$ cat src/rtl/ysyx_22050854_cache_mem_responder_pkg.sv
// ysyx_22050854_cache_pkg
// Definitions shared by ysyx_22050854_Dcache and its memory-side responder:
// the access type codes carried on rd_type/wr_type, the line geometry, and
// the responder state encoding.
package ysyx_22050854_cache_pkg;

  localparam logic [2:0] TYPE_BYTE  = 3'b000;
  localparam logic [2:0] TYPE_HALF  = 3'b001;
  localparam logic [2:0] TYPE_WORD  = 3'b010;
  localparam logic [2:0] TYPE_DWORD = 3'b011;
  localparam logic [2:0] TYPE_LINE  = 3'b100;

  localparam int LINE_BEATS  = 2;
  localparam int OFFSET_BITS = 4;

  typedef enum logic [1:0] {
    IDLE,
    RD_ISSUE,
    RD_DATA,
    WR_BEAT
  } resp_state_e;

  // Codes 101..111 behave as a dword access, so only the line code is special.
  function automatic logic is_line(input logic [2:0] t);
    return t == TYPE_LINE;
  endfunction

endpackage

$ cat src/rtl/ysyx_22050854_cache_mem_responder_if.sv
// ysyx_22050854_cache_mem_responder_if
// D-cache <-> memory responder bus.
//   master (cache):     drives rd_req/rd_type/rd_addr, wr_req/wr_type/wr_addr/
//                       wr_wstb/wr_data; receives rd_rdy, wr_rdy, ret_*.
//   slave  (responder): the mirror image.
interface ysyx_22050854_cache_mem_responder_if #(
  parameter int ADDR_W = 32,
  parameter int DATA_W = 64
);
  logic                  rd_req;
  logic [2:0]            rd_type;
  logic [ADDR_W-1:0]     rd_addr;
  logic                  rd_rdy;
  logic                  ret_valid;
  logic                  ret_last;
  logic [DATA_W-1:0]     ret_data;
  logic                  wr_req;
  logic [2:0]            wr_type;
  logic [ADDR_W-1:0]     wr_addr;
  logic [DATA_W/8-1:0]   wr_wstb;
  logic [2*DATA_W-1:0]   wr_data;
  logic                  wr_rdy;

  modport master (
    output rd_req, rd_type, rd_addr, wr_req, wr_type, wr_addr, wr_wstb, wr_data,
    input  rd_rdy, ret_valid, ret_last, ret_data, wr_rdy
  );

  modport slave (
    input  rd_req, rd_type, rd_addr, wr_req, wr_type, wr_addr, wr_wstb, wr_data,
    output rd_rdy, ret_valid, ret_last, ret_data, wr_rdy
  );
endinterface

$ cat src/rtl/ysyx_22050854_cache_mem_responder.sv
// ysyx_22050854_cache_mem_responder
// Serves D-cache refills and writebacks from a single-port synchronous SRAM
// (1-cycle read latency). Reads return 64-bit beats on ret_*, writes become
// masked SRAM writes; no response is sent for writes.
// Ports:
//   clk, rst       rising-edge clock, asynchronous active-high reset
//   bus (slave)    cache request/return handshake
//   mem_en/mem_we  SRAM access strobe / write enable
//   mem_addr       SRAM dword index (byte address >> 3)
//   mem_wmask      SRAM byte write mask
//   mem_wdata      SRAM write data
//   mem_rdata      SRAM read data, valid the cycle after a read strobe
// Configuration macro: YSYX_22050854_CRITICAL_WORD_FIRST_EN -- when defined a
// line read returns the dword selected by rd_addr[3] first (wrap order);
// otherwise the low dword always comes first.
module ysyx_22050854_cache_mem_responder
  import ysyx_22050854_cache_pkg::*;
#(
  parameter int ADDR_W = 32,
  parameter int DATA_W = 64
) (
  input  logic                          clk,
  input  logic                          rst,
  ysyx_22050854_cache_mem_responder_if.slave bus,
  output logic                          mem_en,
  output logic                          mem_we,
  output logic [ADDR_W-4:0]             mem_addr,
  output logic [DATA_W/8-1:0]           mem_wmask,
  output logic [DATA_W-1:0]             mem_wdata,
  input  logic [DATA_W-1:0]             mem_rdata
);

  localparam int IDX_W    = ADDR_W - 3;
  localparam int BEAT_BIT = OFFSET_BITS - 3;

  resp_state_e            state_q, state_d;
  logic                   rdy_q;
  logic                   beat_q, beat_d;

  // Request latches; only meaningful outside IDLE, so they carry no reset.
  logic [2:0]             type_q;
  logic [IDX_W-1:0]       idx_q;
  logic [DATA_W/8-1:0]    wstb_q;
  logic [2*DATA_W-1:0]    wdata_q;

  logic                   accept_wr, accept_rd;
  logic                   line_q;
  logic                   first_beat;
  logic [IDX_W-2:0]       line_idx;

  // Write wins a simultaneous request so a dirty writeback lands before the
  // refill of the same line.
  assign accept_wr = (state_q == IDLE) && rdy_q && bus.wr_req;
  assign accept_rd = (state_q == IDLE) && rdy_q && bus.rd_req && !bus.wr_req;

  assign line_q   = is_line(type_q);
  assign line_idx = idx_q[IDX_W-1:BEAT_BIT];
`ifdef YSYX_22050854_CRITICAL_WORD_FIRST_EN
  assign first_beat = idx_q[0];
`else
  assign first_beat = 1'b0;
`endif

  assign bus.rd_rdy = rdy_q;
  assign bus.wr_rdy = rdy_q;

  // Control registers: state, handshake ready, beat counter.
  always_ff @(posedge clk or posedge rst) begin
    if (rst) begin
      state_q <= IDLE;
      rdy_q   <= 1'b0;
      beat_q  <= 1'b0;
    end else begin
      state_q <= state_d;
      rdy_q   <= (state_d == IDLE);
      beat_q  <= beat_d;
    end
  end

  // Request capture at the accept edge.
  always_ff @(posedge clk) begin
    if (accept_wr) begin
      type_q  <= bus.wr_type;
      idx_q   <= bus.wr_addr[ADDR_W-1:3];
      wstb_q  <= bus.wr_wstb;
      wdata_q <= bus.wr_data;
    end else if (accept_rd) begin
      type_q  <= bus.rd_type;
      idx_q   <= bus.rd_addr[ADDR_W-1:3];
    end
  end

  // Next state and outputs. All memory/return outputs are zero unless the
  // current state drives them, which also makes reset clear them at once.
  always_comb begin
    state_d       = state_q;
    beat_d        = beat_q;
    mem_en        = 1'b0;
    mem_we        = 1'b0;
    mem_addr      = '0;
    mem_wmask     = '0;
    mem_wdata     = '0;
    bus.ret_valid = 1'b0;
    bus.ret_last  = 1'b0;
    bus.ret_data  = '0;
    case (state_q)
      IDLE: begin
        beat_d = 1'b0;
        if (accept_wr)      state_d = WR_BEAT;
        else if (accept_rd) state_d = RD_ISSUE;
      end
      RD_ISSUE: begin
        mem_en   = 1'b1;
        mem_addr = line_q ? {line_idx, first_beat} : idx_q;
        state_d  = RD_DATA;
      end
      RD_DATA: begin
        // Returns the beat read last cycle; for the first beat of a line the
        // second SRAM read overlaps it.
        bus.ret_valid = 1'b1;
        bus.ret_data  = mem_rdata;
        bus.ret_last  = !line_q || beat_q;
        if (line_q && !beat_q) begin
          mem_en   = 1'b1;
          mem_addr = {line_idx, ~first_beat};
          beat_d   = 1'b1;
        end else begin
          state_d  = IDLE;
        end
      end
      WR_BEAT: begin
        mem_en    = 1'b1;
        mem_we    = 1'b1;
        mem_addr  = line_q ? {line_idx, beat_q} : idx_q;
        mem_wmask = line_q ? '1 : wstb_q;
        mem_wdata = beat_q ? wdata_q[2*DATA_W-1:DATA_W] : wdata_q[DATA_W-1:0];
        if (line_q && !beat_q) beat_d  = 1'b1;
        else                   state_d = IDLE;
      end
      default: state_d = IDLE;
    endcase
  end

endmodule

$ cat src/flat_wrapper.sv
// flat-port wrapper written by rule: the top's interface ports become plain ports
module ysyx_22050854_cache_mem_responder_flat import ysyx_22050854_cache_pkg::*;
#(
  parameter int ADDR_W = 32,
  parameter int DATA_W = 64
)
  (clk, rst, mem_en, mem_we, mem_addr, mem_wmask, mem_wdata, mem_rdata, bus_rd_req, bus_rd_type, bus_rd_addr, bus_wr_req, bus_wr_type, bus_wr_addr, bus_wr_wstb, bus_wr_data, bus_rd_rdy, bus_ret_valid, bus_ret_last, bus_ret_data, bus_wr_rdy);
  ysyx_22050854_cache_mem_responder_if #(.ADDR_W(ADDR_W), .DATA_W(DATA_W)) bus_i ();
  input  logic clk;
  input  logic rst;
  output logic mem_en;
  output logic mem_we;
  output logic [ADDR_W-4:0] mem_addr;
  output logic [DATA_W/8-1:0] mem_wmask;
  output logic [DATA_W-1:0] mem_wdata;
  input  logic [DATA_W-1:0] mem_rdata;
  input wire logic [$bits(bus_i.rd_req)-1:0] bus_rd_req;
  input wire logic [$bits(bus_i.rd_type)-1:0] bus_rd_type;
  input wire logic [$bits(bus_i.rd_addr)-1:0] bus_rd_addr;
  input wire logic [$bits(bus_i.wr_req)-1:0] bus_wr_req;
  input wire logic [$bits(bus_i.wr_type)-1:0] bus_wr_type;
  input wire logic [$bits(bus_i.wr_addr)-1:0] bus_wr_addr;
  input wire logic [$bits(bus_i.wr_wstb)-1:0] bus_wr_wstb;
  input wire logic [$bits(bus_i.wr_data)-1:0] bus_wr_data;
  output wire logic [$bits(bus_i.rd_rdy)-1:0] bus_rd_rdy;
  output wire logic [$bits(bus_i.ret_valid)-1:0] bus_ret_valid;
  output wire logic [$bits(bus_i.ret_last)-1:0] bus_ret_last;
  output wire logic [$bits(bus_i.ret_data)-1:0] bus_ret_data;
  output wire logic [$bits(bus_i.wr_rdy)-1:0] bus_wr_rdy;
  assign bus_i.rd_req = bus_rd_req;
  assign bus_i.rd_type = bus_rd_type;
  assign bus_i.rd_addr = bus_rd_addr;
  assign bus_i.wr_req = bus_wr_req;
  assign bus_i.wr_type = bus_wr_type;
  assign bus_i.wr_addr = bus_wr_addr;
  assign bus_i.wr_wstb = bus_wr_wstb;
  assign bus_i.wr_data = bus_wr_data;
  assign bus_rd_rdy = bus_i.rd_rdy;
  assign bus_ret_valid = bus_i.ret_valid;
  assign bus_ret_last = bus_i.ret_last;
  assign bus_ret_data = bus_i.ret_data;
  assign bus_wr_rdy = bus_i.wr_rdy;
  ysyx_22050854_cache_mem_responder #(.ADDR_W(ADDR_W), .DATA_W(DATA_W)) u_core (.clk(clk), .rst(rst), .bus(bus_i), .mem_en(mem_en), .mem_we(mem_we), .mem_addr(mem_addr), .mem_wmask(mem_wmask), .mem_wdata(mem_wdata), .mem_rdata(mem_rdata));
endmodule
$ cat config.mk
export PLATFORM = sky130hd
export DESIGN_NAME = ysyx_22050854_cache_mem_responder_flat
export DESIGN_NICKNAME = d
export VERILOG_FILES = /design/src/rtl/ysyx_22050854_cache_mem_responder_pkg.sv /design/src/rtl/ysyx_22050854_cache_mem_responder_if.sv /design/src/rtl/ysyx_22050854_cache_mem_responder.sv /design/src/flat_wrapper.sv
export SDC_FILE = /design/constraint.sdc
export NUM_CORES = 1
export LEC_CHECK = 0
export CAP_MARGIN = 20
export CORE_AREA = 2 2 172 174
export DETAILED_ROUTE_END_ITERATION = 8
export DIE_AREA = 0 0 174 176
export GPL_ROUTABILITY_DRIVEN = 0
export SYNTH_ARGS = -nofsm -noshare
export SYNTH_HDL_FRONTEND = slang
export SYNTH_SLANG_ARGS = --single-unit
$ cat constraint.sdc
create_clock -name clk -period 3.8 [get_ports clk]
set_clock_uncertainty 0.05 [all_clocks]
set_input_delay 0.76 -clock clk [delete_from_list [all_inputs] [get_ports clk]]
set_output_delay 0.76 -clock clk [all_outputs]
set_load 0.1 [all_outputs]
==> metrics.md, run 1 <==
| Metric | Value |
|---|---|
| Final Power | `0.0107 W` |
| DIE AREA | `30600 µm²` |
| Post-DP Area | `~14000 µm²` |
| Multi-input logic area | `about 2300 µm²` |
| Req. time, crit path | `2990 ps` |
| Gr ovfl total | `0` |
| DP HPWL | `21100 µm` |
| Wire per inst | `19.3 µm` |
| Worst VDD drop | `0.308 mV` |
| Clock Latency Late Sink | `about 430 ps` |
| Crit path capture type | `output pin` |
| Ys async rst share | `0.0233` |
| GRT Util Overall | `0.173` |
| Max-Cap Viols | `0` |
| Share of cells above drive strength 1 | `0.251` |
| Slew Viols, Final | `0` |
| Synth top area share | `0.648` |
| Worst-Margin Slew | `approximately 1100 ps` |
| Number of global-route vias before repair | `6369` |
| CTS tree | `built` |
| Most frequent cells after synthesis | `168 x edfxtp_1, 66 x nor2_1, 64 x and2_1, 64 x mux2i_1, 38 x inv_1` |
| Drt total wl | `26900 µm` |
| Register-to-Register Path Depth | `4` |
| PwrDens | `721 nW/µm²` |
| Dpl cells | `between 1k and 1.5k` |
| Postcts setup bufs | `0` |
| Post-route clock period utilization | `0.890` |
| Netlist cell types | `31` |
| Area delta synth->final | `90.5%` |
| Pre-CTS setup slack | `roughly 800 ps` |
| Hold buffer count at CTS | `0` |
| Number of placed I/O pins | `445` |
| CP max stage delay | `900 ps` |
| FF/Latch Area | `5150 µm²` |
| Worst-path clk slew | `about 70 ps` |
| Synth warnings | `0` |
| Floorplan row count | `62` |
| Worst rel slew slack | `0.292` |
| Worst endpoint data arrival time | `2570 ps` |
| Predominant post-synthesis flop cell | `edfxtp_1` |
| Crit path time final | `3380 ps` |
| Fmax | `0.296 GHz` |
| Lkg Pwr | `5.39 nW` |
| First-pass GRT wire length | `38700 µm` |
| Number of synthesized flops with an enable pin | `around 170` |
| CTS resizes | `0` |
| Final setup fails | `0` |
| Drt drc | `0` |
| Initial Util | `0.273` |
| Reg2reg setup slack | `1250 ps` |
| Crit path max fanout | `39` |
| Via count | `6003` |
| Mapped Area | `7790 µm²` |
| Worst r2r src | `u_core.state_q[0]$_DFF_PP0_` |
| Post-synth top area cell | `edfxtp_1` |
| Slowest CP cell | `or3b_2` |
| Crit Reg-Reg Endpoint | `u_core.wdata_q[66]$_DFFE_PP_` |
| Mean number of vias per cell | `approximately 4.3` |
| DRT Pass-1 Iters | `4` |
| CP Cell Sequence | `or3b_2 > o31ai_1 > buf_12` |
| Clock sinks | `172` |
| DR iter-0 viols | `200` |
| Total CTS buffers | `17` |
| Final Non-Filler Cells | `around 1.4k` |
| Startpoint Class | `flop` |
| Core area | `roughly 29000 µm²` |
| Largest cells by area after synthesis | `edfxtp_1 65%, mux2i_1 8.2%, mux2_4 5.4%, and2_1 5.1%, nor2_1 3.2%` |
| Final WS setup | `418 ps` |
| Clock tree buffer depth | `2` |
| Die Y-Extent | `176 µm` |
| I/O Buffers | `438` |
| Largest net degree at the start of global routing | `about 80` |
| DIE WIDTH | `174 µm` |
| Final hold violations | `0` |
| Most numerous cell in the Yosys netlist | `edfxtp_1` |
| Status | `complete, no violations` |
| RSZ-0062 raised after global routing | `no` |
| Fillers | `2442` |
| Htree depth | `4` |
| Syn Inst Count | `559` |
| Root buffer cell | `clkbuf_16` |
| Seq/Total Area, Yosys | `0.661` |
| Antenna-violating nets left | `0` |
| Setup CP Type | `flop to output pin` |
| Fin area | `14800 µm²` |
| Syn Area/Cell | `13.9 µm²` |
| Layout Nets | `1266` |
| Post-synth net total | `approximately 830` |
| Yosys reg bits | `172` |
| Worst hold path class | `input port to async pin` |
| Antenna violations before repair | `6` |
metal layers:
metal  global-route usage  routed length (µm)  up-vias
li1                     -                   -     2846
met1                0.157                8580     2824
met5                    0                   0        -
met2                0.332               15000      297
met3               0.0736                2570       36
met4               0.0798                 658        0
state kept, by name, summed over array words and instances, names as in the netlist:
name,cells
u_core.wdata_q,128
u_core.beat_q,1
u_core.state_q,2
u_core.type_q,3
u_core.idx_q,29
u_core.bus.rd_rdy,1
u_core.wstb_q,8
where the power goes:
part	switching (W)	total (W)	internal, W
logic	0.00405	0.00617	0.00212
registers	0.000199	0.00282	0.00263
clock network	0.000738	0.00171	0.000969
how the worst max path moves through the flow:
stage                     slack (ps)      endpoint                         from  cells past startpoint
after floorplan                 -230  mem_addr[10]   u_core.type_q[1]$_DFFE_PP_                      3
after global placement           790  mem_wmask[2]  u_core.state_q[0]$_DFF_PP0_                      4
after detailed placement         800  mem_wmask[2]  u_core.state_q[0]$_DFF_PP0_                      4
after CTS                        320  mem_wmask[2]  u_core.state_q[0]$_DFF_PP0_                      4
after global routing             260  mem_wmask[2]  u_core.state_q[0]$_DFF_PP0_                      4
final                            420  mem_addr[25]   u_core.type_q[1]$_DFFE_PP_                      3
critical path, delay by kind of cell (launching register included):
kind            cells  cell delay [ps]
simple gates        1              900
compound gates      1              580
flops               1              420
buf+inv             1              240
layout by cell type (no fill, tap or decap), drive strengths merged:
| master | n |
|---|---|
| o21ai | 1 |
| mux2i | 64 |
| a21oi | 10 |
| o31ai | 28 |
| nand2b | 1 |
| xnor2 | 1 |
| and2 | 64 |
| nor4bb | 2 |
| or3b | 1 |
| clkinvlp | 3 |
| clkbuf | 18 |
| a32o | 1 |
| o21bai | 1 |
| a221o | 1 |
| mux2 | 32 |
| or2 | 1 |
| buf | 184 |
| diode | 6 |
| nor4b | 1 |
| inv | 42 |
| clkdlybuf4s50 | 269 |
| edfxtp | 168 |
| bufinv | 2 |
| o2bb2ai | 2 |
| clkinv | 4 |
| nor3 | 1 |
| nor2 | 66 |
| dfrtp | 4 |
| nor2b | 1 |
| nand2 | 31 |
final cells by class:
type | instances | share of cell area
Tap cell | 384 | 0.0324
Clock buffer | 18 | 0.0289
Antenna cell | 6 | 0.00101
Timing Repair Buffer | 453 | 0.418
Inverter | 38 | 0.00961
Sequential cell | 172 | 0.347
Clock inverter | 13 | 0.00945
Multi-Input combinational cell | 310 | 0.154
cells by family (layout without fill, tap and decap cells):
family / count (synthesis) / after routing / share of synthesized area
other: 0 / 6 / 0
and+or+nand+nor: 169 / 169 / 0.108
buffers and inverters: 77 / 522 / 0.0482
xor gates and xnor gates: 1 / 1 / 0.00113
DFF: 172 / 172 / 0.661
muxes: 96 / 96 / 0.142
AOI/OAI and AO/OA: 44 / 44 / 0.0399
metrics by stage:
| step | hold slack, ps | TNS, ps | util |
|---|---|---|---|
| CTS | 453 | 0 | 0.519 |
| detailed placement | 573 | 0 | 0.499 |
| global placement | 538 | 0 | 0.499 |
| global route | 483 | 0 | 0.520 |
| finish | 472 | 0 | 0.520 |
| floorplan | 476 | -6530 | - |
Note: power is estimated with default switching activity, not from simulation.
==> inputs of run 2 (changes only) <==
--- a/config.mk
+++ b/config.mk
@@ -7,6 +7,7 @@
 export LEC_CHECK = 0
 export CAP_MARGIN = 20
 export CORE_AREA = 2 2 172 174
+export CTS_CLUSTER_SIZE = 16
 export DETAILED_ROUTE_END_ITERATION = 8
 export DIE_AREA = 0 0 174 176
 export GPL_ROUTABILITY_DRIVEN = 0
==> results of run 2 <==
Final layout, timing and power as in run 1 (identical DEF).
